--- config.mk ---
export PLATFORM = sky130hd
export DESIGN_NAME = param_sp_ram_flat
export DESIGN_NICKNAME = d
export VERILOG_FILES = /design/src/rtl/param_sp_ram_if.sv /design/src/rtl/param_sp_ram.sv /design/src/flat_wrapper.sv
export SDC_FILE = /design/constraint.sdc
export NUM_CORES = 1
export LEC_CHECK = 0
export ABC_AREA = 1
export ABC_CLOCK_PERIOD_IN_PS = 3800
export BUFFER_PORTS_ARGS = -buffer_cell sky130_fd_sc_hd__buf_2
export CORE_MARGIN = 3
export CORE_UTILIZATION = 65
export DETAILED_ROUTE_END_ITERATION = 7
export PLACE_DENSITY_LB_ADDON = 0.12
export SETUP_SLACK_MARGIN = 0.15
export SYNTH_ARGS = -nofsm -noshare
export SYNTH_HDL_FRONTEND = slang
export SYNTH_SLANG_ARGS = --single-unit
--- constraint.sdc ---
create_clock -name clk -period 3.8 [get_ports clk]
set_clock_uncertainty 0.15 [all_clocks]
set_input_delay 0 -clock clk [delete_from_list [all_inputs] [get_ports clk]]
set_output_delay 0 -clock clk [all_outputs]
set_load 0.02 [all_outputs]
--- src/rtl/param_sp_ram_if.sv ---
// rtl/param_sp_ram_if.sv - access bus for param_sp_ram: request, write data, byte enables, read response, busy.
interface param_sp_ram_if #(
    parameter int DATA_W = 8,
    parameter int ADDR_W = 6
);
    logic                  req;
    logic                  we;
    logic [ADDR_W-1:0]     addr;
    logic [DATA_W-1:0]     wdata;
    logic [DATA_W/8-1:0]   be;
    logic [DATA_W-1:0]     rdata;
    logic                  rvalid;
    logic                  busy;

    modport master (
        output req, we, addr, wdata, be,
        input  rdata, rvalid, busy
    );

    modport slave (
        input  req, we, addr, wdata, be,
        output rdata, rvalid, busy
    );
endinterface

--- src/rtl/param_sp_ram.sv ---
// rtl/param_sp_ram.sv - single-port byte-enable RAM with post-reset clear sweep; PARAM_SP_RAM_OUTREG_EN adds an output register stage.
module param_sp_ram #(
    parameter int              DATA_W   = 8,
    parameter int              ADDR_W   = 6,
    parameter logic [DATA_W-1:0] INIT_VAL = '0,
    parameter bit              RD_ON_WR = 1'b0
) (
    input  logic            clk,
    input  logic            rst_n,
    param_sp_ram_if.slave   bus
);
    localparam int DEPTH  = 1 << ADDR_W;
    localparam int NBYTES = DATA_W / 8;

    typedef enum logic {ST_CLEAR, ST_READY} state_e;

    state_e             state_q, state_d;
    logic [ADDR_W-1:0]  ptr_q, ptr_d;
    logic [DATA_W-1:0]  rdata_q, rdata_d;
    logic               rvalid_q, rvalid_d;

    logic [DATA_W-1:0]  mem [DEPTH];
    logic               mem_we;
    logic [ADDR_W-1:0]  mem_waddr;
    logic [DATA_W-1:0]  mem_wdata;
    logic [DATA_W-1:0]  cur_word;
    logic               acc;
    logic               rd_fire;

    always_comb begin
        state_d = state_q;
        ptr_d   = ptr_q;
        case (state_q)
            ST_CLEAR: begin
                ptr_d = ptr_q + ADDR_W'(1);
                if (ptr_q == ADDR_W'(DEPTH - 1)) begin
                    state_d = ST_READY;
                end
            end
            ST_READY: begin
                state_d = ST_READY;
            end
            default: begin
                state_d = ST_CLEAR;
                ptr_d   = '0;
            end
        endcase
    end

    // Writes merge byte lanes into the current word, so the old word is read before the edge.
    always_comb begin
        cur_word  = mem[bus.addr];
        acc       = (state_q == ST_READY) && bus.req;
        rd_fire   = acc && (!bus.we || RD_ON_WR);
        mem_we    = 1'b0;
        mem_waddr = bus.addr;
        mem_wdata = cur_word;
        if (state_q == ST_CLEAR) begin
            mem_we    = 1'b1;
            mem_waddr = ptr_q;
            mem_wdata = INIT_VAL;
        end else if (acc && bus.we) begin
            mem_we = 1'b1;
            for (int i = 0; i < NBYTES; i++) begin
                if (bus.be[i]) begin
                    mem_wdata[8*i +: 8] = bus.wdata[8*i +: 8];
                end
            end
        end
        rdata_d  = rd_fire ? cur_word : rdata_q;
        rvalid_d = rd_fire;
    end

    always_ff @(posedge clk) begin
        if (mem_we) begin
            mem[mem_waddr] <= mem_wdata;
        end
    end

    always_ff @(posedge clk or negedge rst_n) begin
        if (!rst_n) begin
            state_q  <= ST_CLEAR;
            ptr_q    <= '0;
            rdata_q  <= '0;
            rvalid_q <= 1'b0;
        end else begin
            state_q  <= state_d;
            ptr_q    <= ptr_d;
            rdata_q  <= rdata_d;
            rvalid_q <= rvalid_d;
        end
    end

    assign bus.busy = (state_q == ST_CLEAR);

`ifdef PARAM_SP_RAM_OUTREG_EN
    logic [DATA_W-1:0]  rdata2_q, rdata2_d;
    logic               rvalid2_q, rvalid2_d;

    always_comb begin
        rvalid2_d = rvalid_q;
        rdata2_d  = rvalid_q ? rdata_q : rdata2_q;
    end

    always_ff @(posedge clk or negedge rst_n) begin
        if (!rst_n) begin
            rdata2_q  <= '0;
            rvalid2_q <= 1'b0;
        end else begin
            rdata2_q  <= rdata2_d;
            rvalid2_q <= rvalid2_d;
        end
    end

    assign bus.rdata  = rdata2_q;
    assign bus.rvalid = rvalid2_q;
`else
    assign bus.rdata  = rdata_q;
    assign bus.rvalid = rvalid_q;
`endif
endmodule

--- src/flat_wrapper.sv ---
// flat-port wrapper written by rule: the top's interface ports become plain ports
module param_sp_ram_flat 
#(
    parameter int              DATA_W   = 8,
    parameter int              ADDR_W   = 6,
    parameter logic [DATA_W-1:0] INIT_VAL = '0,
    parameter bit              RD_ON_WR = 1'b0
)
  (clk, rst_n, bus_req, bus_we, bus_addr, bus_wdata, bus_be, bus_rdata, bus_rvalid, bus_busy);
  param_sp_ram_if #(.DATA_W(DATA_W), .ADDR_W(ADDR_W)) bus_i ();
  input  logic clk;
  input  logic rst_n;
  input wire logic [$bits(bus_i.req)-1:0] bus_req;
  input wire logic [$bits(bus_i.we)-1:0] bus_we;
  input wire logic [$bits(bus_i.addr)-1:0] bus_addr;
  input wire logic [$bits(bus_i.wdata)-1:0] bus_wdata;
  input wire logic [$bits(bus_i.be)-1:0] bus_be;
  output wire logic [$bits(bus_i.rdata)-1:0] bus_rdata;
  output wire logic [$bits(bus_i.rvalid)-1:0] bus_rvalid;
  output wire logic [$bits(bus_i.busy)-1:0] bus_busy;
  assign bus_i.req = bus_req;
  assign bus_i.we = bus_we;
  assign bus_i.addr = bus_addr;
  assign bus_i.wdata = bus_wdata;
  assign bus_i.be = bus_be;
  assign bus_rdata = bus_i.rdata;
  assign bus_rvalid = bus_i.rvalid;
  assign bus_busy = bus_i.busy;
  param_sp_ram #(.DATA_W(DATA_W), .ADDR_W(ADDR_W), .INIT_VAL(INIT_VAL), .RD_ON_WR(RD_ON_WR)) u_core (.clk(clk), .rst_n(rst_n), .bus(bus_i));
endmodule
* Yosys cells after proc, flatten, opt, wreduce, memory -nomap -nowiden
Memory sizes are Yosys's and may differ from the RTL's. Cells that the tools add are included.
Operators by class: $add $sub $neg 1, equal/unequal tests 1, muxes and demuxes 10, bitwise logic cells 1, reductions and logical operators 4
Operators with widths (number):
- 2-to-1 mux 8 bit | 3
- adder 6 x 1 -> 6 bit, second input constant | 1
- equality test 6 bit, second input constant | 1
- 2-to-1 mux 6 bit | 1
- 2-to-1 mux 1 bit | 5
- logical AND 1 bit | 3
- one-hot mux 1 bit (2 select lines) | 1
- zero test 1 bit | 1
- inverter 1 bit | 1
Storage, ports and cells: register bits 16, memory bits (writable) 512, input port bits 19, output and inout bits 10, word-level logic and storage cells 22, memories 1
Memories:
- u_core.mem | words 64, width 8, rd ports 1, clocked after Yosys merged registers in 0, wr ports 1, RTL line param_sp_ram.sv:22 | logic [DATA_W-1:0] mem [DEPTH];

* Logic depth before layout (Yosys ltp)
depth after elaboration 6, mapped depth 14, depth with buffers taken out 11

* Worst setup path after synthesis
No wires, ideal clock.
kind reg-to-reg, start register u_core.state_q, end memory u_core.mem[0][1], data pin, arrival time 1900 ps, path slack 1407 ps, stages on the path, launching flop included 7, path through dfrtp_1 -> buf_6 -> nand4_1 -> buf_2 -> nand3_1 -> nand2_1 -> inv_1
On the way: longest elaborated chain between the ends 4
RTL lines:
- from (decl) | RTL line param_sp_ram.sv:17 | state_e state_q, state_d;
- from (signal assigned) | RTL line param_sp_ram.sv:87 | state_q <= state_d;
- logical AND 1 bit | RTL line param_sp_ram.sv:53 | acc = (state_q == ST_READY) && bus.req;
- logical AND 1 bit | RTL line param_sp_ram.sv:62 | end else if (acc && bus.we) begin
- 2-to-1 mux 8 bit | RTL line param_sp_ram.sv:62
- 2-to-1 mux 8 bit (*) | RTL line param_sp_ram.sv:58 | if (state_q == ST_CLEAR) begin
- via u_core.mem_wdata[1] | RTL line param_sp_ram.sv:25 | logic [DATA_W-1:0] mem_wdata;
- to (decl) | RTL line param_sp_ram.sv:22
Mark *: on every way through the listed nets, which the timed path passes. The rest lies on a longest branch.

* Worst setup path after layout
start register u_core.state_q, end memory u_core.mem[3][4] (enable)
On the way: longest elaborated chain between the ends 6, elaborated cells on any way between the ends 7, those cells by class 5 x mux; 2 x reduce/logical
RTL lines:
- logical AND 1 bit | RTL line param_sp_ram.sv:53
- logical AND 1 bit | RTL line param_sp_ram.sv:62
- 2-to-1 mux 1 bit | RTL line param_sp_ram.sv:62
- 2-to-1 mux 1 bit | RTL line param_sp_ram.sv:58
- 2-to-1 mux 1 bit | RTL line param_sp_ram.sv:75 | if (mem_we) begin
- 2-to-1 mux 1 bit (implied by the code) | RTL line param_sp_ram.sv:76 | mem[mem_waddr] <= mem_wdata;
Parallel ways exist; a longest one is shown, timed or not.

==> impl_metrics.prom <==
# TYPE chip_impl_metric gauge
chip_impl_info{name="status",value="finished, final reports clean"} 1
chip_impl_info{name="regToRegEndpoint",value="u_core.mem[3][4]"} 1
chip_impl_metric{name="clock_insertion_delay_worst_skew",unit="ns"} 0.57
chip_impl_metric{name="critical_path.max_fanout",unit=""} 16
chip_impl_metric{name="layout_min_cycle_time",unit="ns"} 3.04
chip_impl_metric{name="hold_viol_final",unit=""} 0
chip_impl_metric{name="final_max_slew_viol_count",unit=""} 0
chip_impl_info{name="cts_tree",value="built"} 1
chip_impl_metric{name="count_of_distinct_cell_types_in_the_synthesized_netlist",unit=""} 28
chip_impl_metric{name="finalSetupViolCount",unit=""} 0
chip_impl_metric{name="antenna_cells",unit=""} 0
chip_impl_metric{name="cts-htree-levels",unit=""} 2
chip_impl_metric{name="vdd_ir_drop_max",unit="V"} 0.000420
chip_impl_metric{name="cts_made_buffers",unit=""} 51
chip_impl_metric{name="max_slew_headroom_at_the_worst_pin",unit="%"} 42.3
chip_impl_metric{name="cap_viol_max_count",unit=""} 0
chip_impl_metric{name="tritoncts_num_sinks",unit=""} 528
chip_impl_metric{name="drc_errors",unit=""} 0
chip_impl_metric{name="path_clk_slew",unit="ns"} 0.06
chip_impl_metric{name="first_pass_grt_wire_length",unit="µm"} 81100
chip_impl_metric{name="hold_crit_depth",unit=""} 5
chip_impl_info{name="grt_setup_unrepaired",value="false"} 1
chip_impl_metric{name="synth.avg_cell_area",unit="µm²"} 11.4
chip_impl_metric{name="synthesized_instance_count",unit=""} 1931
chip_impl_metric{name="detail_route.first_pass.iterations",unit=""} 6
chip_impl_metric{name="max-clock-path-buffers",unit=""} 3
chip_impl_metric{name="wl_per_cell",unit="µm"} 21.6
chip_impl_metric{name="postRouteWirelength",unit="µm"} 52500
chip_impl_metric{name="fin_crit_sh",unit="%"} 80.1
chip_impl_metric{name="r2r.worst_path.cells",unit=""} 6
chip_impl_metric{name="worst_slew_pin_slew",unit="ns"} 0.865
chip_impl_metric{name="gr-usage-all-layers",unit="%"} 29.7
chip_impl_info{name="worst_hold_startpoint",value="bus_wdata[6]"} 1
chip_impl_metric{name="drtAntennaViolNets",unit=""} 0
chip_impl_metric{name="io_buffers",unit=""} 28
chip_impl_info{name="worst_min_delay_path_category",value="primary input to flop"} 1
chip_impl_metric{name="globalRouteOverflowTotal",unit=""} 0
chip_impl_metric{name="routed_via_density",unit=""} 6.03
chip_impl_metric{name="first_global_vias",unit=""} 14255
chip_impl_metric{name="reg2reg_slack",unit="ns"} 0.76
chip_impl_metric{name="core_area",unit="µm²"} 32900
chip_impl_metric{name="synth_nets",unit=""} 1951
chip_impl_info{name="min_delay_worst_endpoint",value="u_core.mem[39][6]"} 1
chip_impl_metric{name="finalHoldWorstSlack",unit="ns"} 0.0318
chip_impl_info{name="cts.root.buffer_cell",value="sky130_fd_sc_hd__clkbuf_16"} 1
chip_impl_metric{name="synth.cell_area",unit="µm²"} 22100
chip_impl_metric{name="io_pins",unit=""} 29
chip_impl_metric{name="die_outline_area",unit="µm²"} 36200
chip_impl_metric{name="layout-area-overhead-vs-synth",unit="%"} 10.3
chip_impl_metric{name="gp_routability_congestion",unit=""} 0.887
chip_impl_metric{name="power-per-cell-area",unit="nW/µm²"} 497
chip_impl_metric{name="synth.yosys.seq_area_share",unit="%"} 71.5
chip_impl_metric{name="required",unit="ns"} 3.84
chip_impl_metric{name="via_count",unit=""} 14659
chip_impl_info{name="critPathCaptureType",value="flop"} 1
chip_impl_metric{name="cts_setup_buffers",unit=""} 0
chip_impl_metric{name="synthesis.yosys.warnings",unit=""} 0
chip_impl_info{name="cp-start-kind",value="flop"} 1
chip_impl_metric{name="finalNetCount",unit=""} 1966
chip_impl_metric{name="number_of_antenna_violations_at_the_first_check_in_global_routing",unit=""} 0
chip_impl_metric{name="power_leakage",unit="nW"} 8.88
chip_impl_info{name="critical_path.reg2reg.startpoint",value="u_core.state_q"} 1
chip_impl_metric{name="fillerInstances",unit=""} 2129
chip_impl_metric{name="grt_max_degree",unit=""} 152
chip_impl_metric{name="start_util",unit="%"} 66.9
chip_impl_metric{name="ys_ff_latch",unit=""} 528
chip_impl_metric{name="fin_setup_tns",unit="ns"} 0
chip_impl_metric{name="x_dimension_of_the_die",unit="µm"} 190
chip_impl_metric{name="worst-endpoint-arrival",unit="ns"} 3.08
chip_impl_metric{name="floorplan.die.height",unit="µm"} 190
chip_impl_metric{name="drt_first_iter_violations",unit=""} 1518
chip_impl_metric{name="place_hpwl",unit="µm"} 30100
chip_impl_metric{name="layout-drive-gt1-share",unit="%"} 9.16
chip_impl_metric{name="achievable-frequency",unit="MHz"} 329
chip_impl_info{name="timing_worst_setup_path_type",value="flop to flop"} 1
chip_impl_metric{name="placement_rows",unit=""} 66
placed cells by master, fill, tap and decap left out, types with 2 or more instances in the layout:
cell type                       Yosys  routed
sky130_fd_sc_hd__edfxtp_1         512     512
sky130_fd_sc_hd__o21ai_0            3       3
sky130_fd_sc_hd__xor2_1             2       2
sky130_fd_sc_hd__nand3_1          446     446
sky130_fd_sc_hd__buf_12             0      13
sky130_fd_sc_hd__clkbuf_1           9       7
sky130_fd_sc_hd__nand2_1          698     698
sky130_fd_sc_hd__nor2_1            85      85
sky130_fd_sc_hd__clkinv_1           1       9
sky130_fd_sc_hd__nand3_2            7       7
sky130_fd_sc_hd__inv_1             22      12
sky130_fd_sc_hd__buf_2             49      26
sky130_fd_sc_hd__inv_2              5      14
sky130_fd_sc_hd__bufinv_16          0       7
sky130_fd_sc_hd__dlygate4sd3_1      0       9
sky130_fd_sc_hd__inv_6              0       2
sky130_fd_sc_hd__clkinv_2           0      10
sky130_fd_sc_hd__clkbuf_8           0       6
sky130_fd_sc_hd__nor2_2             5       5
sky130_fd_sc_hd__clkbuf_16          0      52
sky130_fd_sc_hd__xnor2_1            3       3
sky130_fd_sc_hd__dfrtp_1           16      16
sky130_fd_sc_hd__buf_4             28      27
sky130_fd_sc_hd__o21ai_2            3       3
metrics by stage:
step                worst slack [ns]  cell area [µm²]  total power (W)  util [%]  instances
floorplan                       1.41            22100          0.00685         -       1931
global placement               0.857            22500          0.00700      68.3       2326
detailed placement             0.810            22500          0.00701      68.3       2326
CTS                            0.791            24300           0.0121      73.9       2429
global route                   0.591            24300           0.0124      73.9       2429
finish                         0.757            24300           0.0121      73.9       2429
registers in the layout, indices dropped and copies added (netlist names):
name / cells
u_core.state_q: 1
u_core.bus.rvalid: 1
u_core.ptr_q: 6
u_core.bus.rdata: 8
u_core.mem: 512
synth_stat cells:
cell type,instances,area (µm²)
sky130_fd_sc_hd__nor3b_1,1,7.51
sky130_fd_sc_hd__o21ai_0,3,15.0
sky130_fd_sc_hd__o21ai_4,1,16.3
sky130_fd_sc_hd__edfxtp_1,512,15400
sky130_fd_sc_hd__nor2_4,1,11.3
sky130_fd_sc_hd__nor2_2,5,31.3
sky130_fd_sc_hd__clkinv_1,1,3.75
sky130_fd_sc_hd__nand3_2,7,70.1
sky130_fd_sc_hd__ha_1,1,12.5
sky130_fd_sc_hd__buf_2,49,245
sky130_fd_sc_hd__a21oi_2,1,8.76
sky130_fd_sc_hd__buf_1,12,45.0
sky130_fd_sc_hd__o21ai_2,3,26.3
sky130_fd_sc_hd__nor3_4,1,16.3
sky130_fd_sc_hd__clkbuf_1,9,33.8
sky130_fd_sc_hd__buf_6,16,180
sky130_fd_sc_hd__inv_1,22,82.6
sky130_fd_sc_hd__xor2_1,2,17.5
sky130_fd_sc_hd__dfrtp_1,16,400
sky130_fd_sc_hd__buf_4,28,210
sky130_fd_sc_hd__inv_4,1,6.26
sky130_fd_sc_hd__xnor2_1,3,26.3
sky130_fd_sc_hd__a21oi_4,1,16.3
sky130_fd_sc_hd__inv_2,5,18.8
sky130_fd_sc_hd__nor2_1,85,319
sky130_fd_sc_hd__nand3_1,446,2230
sky130_fd_sc_hd__nand2_1,698,2620
sky130_fd_sc_hd__nand4_1,1,6.26
cells by family after synthesis:
logic type               count (synthesis)  share of synthesized area, %
XOR/XNOR                                 5                         0.199
flip-flops                             528                          71.5
AND/OR/NAND/NOR                       1245                          24.1
adder cells (fa/ha/maj)                  1                        0.0567
buffers and inverters                  143                          3.74
AO/OA/AOI/OAI                            9                         0.374
metal layers:
| layer | share of wire (%) | vias to the layer above | global-route usage, % |
|---|---|---|---|
| li1 | - | 6740 | - |
| met1 | 38 | 6983 | 40.4 |
| met2 | 50 | 791 | 49.5 |
| met3 | 8.6 | 145 | 3.80 |
| met4 | 3.9 | 0 | 11.8 |
| met5 | 0 | - | 0 |
area by class of cell:
| cell class | instances | area (µm²) | share of cell area, % |
|---|---|---|---|
| clock inverters | 29 | 334 | 1.37 |
| flip-flops and latches | 528 | 15800 | 64.8 |
| repair buffers | 76 | 694 | 2.85 |
| clock buffers | 65 | 1410 | 5.79 |
| multi-input cells | 1260 | 5450 | 22.4 |
| well taps | 442 | 553 | 2.27 |
| inverters | 29 | 116 | 0.478 |
worst max-delay path, cell delays in order, from the launching register on:
cell,delay [ns]
sky130_fd_sc_hd__dfrtp_1,0.71
sky130_fd_sc_hd__inv_2,0.27
sky130_fd_sc_hd__nand2_1,0.19
sky130_fd_sc_hd__o21ai_4,0.10
sky130_fd_sc_hd__nor2_2,0.20
sky130_fd_sc_hd__nand3_1,0.32
sky130_fd_sc_hd__nor2_1,0.70
power breakdown:
part           internal, W  leakage, nW  switching (W)
Sequential         0.00629         4.15     0.00000221
Clock              0.00310        0.860        0.00210
Combinational     0.000180         3.87       0.000435
Total              0.00957         8.88        0.00254
how the worst max path moves through the flow:
| stage | from | end | slack, ns | cells past startpoint |
|---|---|---|---|---|
| floorplan | u_core.state_q | u_core.mem[0][1] | 1.41 | 6 |
| global placement | u_core.state_q | u_core.mem[3][4] | 0.86 | 6 |
| CTS | u_core.state_q | u_core.mem[22][3] | 0.79 | 6 |
| finish | u_core.state_q | u_core.mem[3][4] | 0.76 | 6 |
| detailed placement | u_core.state_q | u_core.mem[3][0] | 0.81 | 6 |
| global route | u_core.state_q | u_core.mem[3][4] | 0.59 | 6 |
what timing repair did:
action                    CTS  global route
hold endpoints to repair   75             0
hold buffers                9             0
resized for setup           0             0
Note: power is estimated with default switching activity, not from simulation.
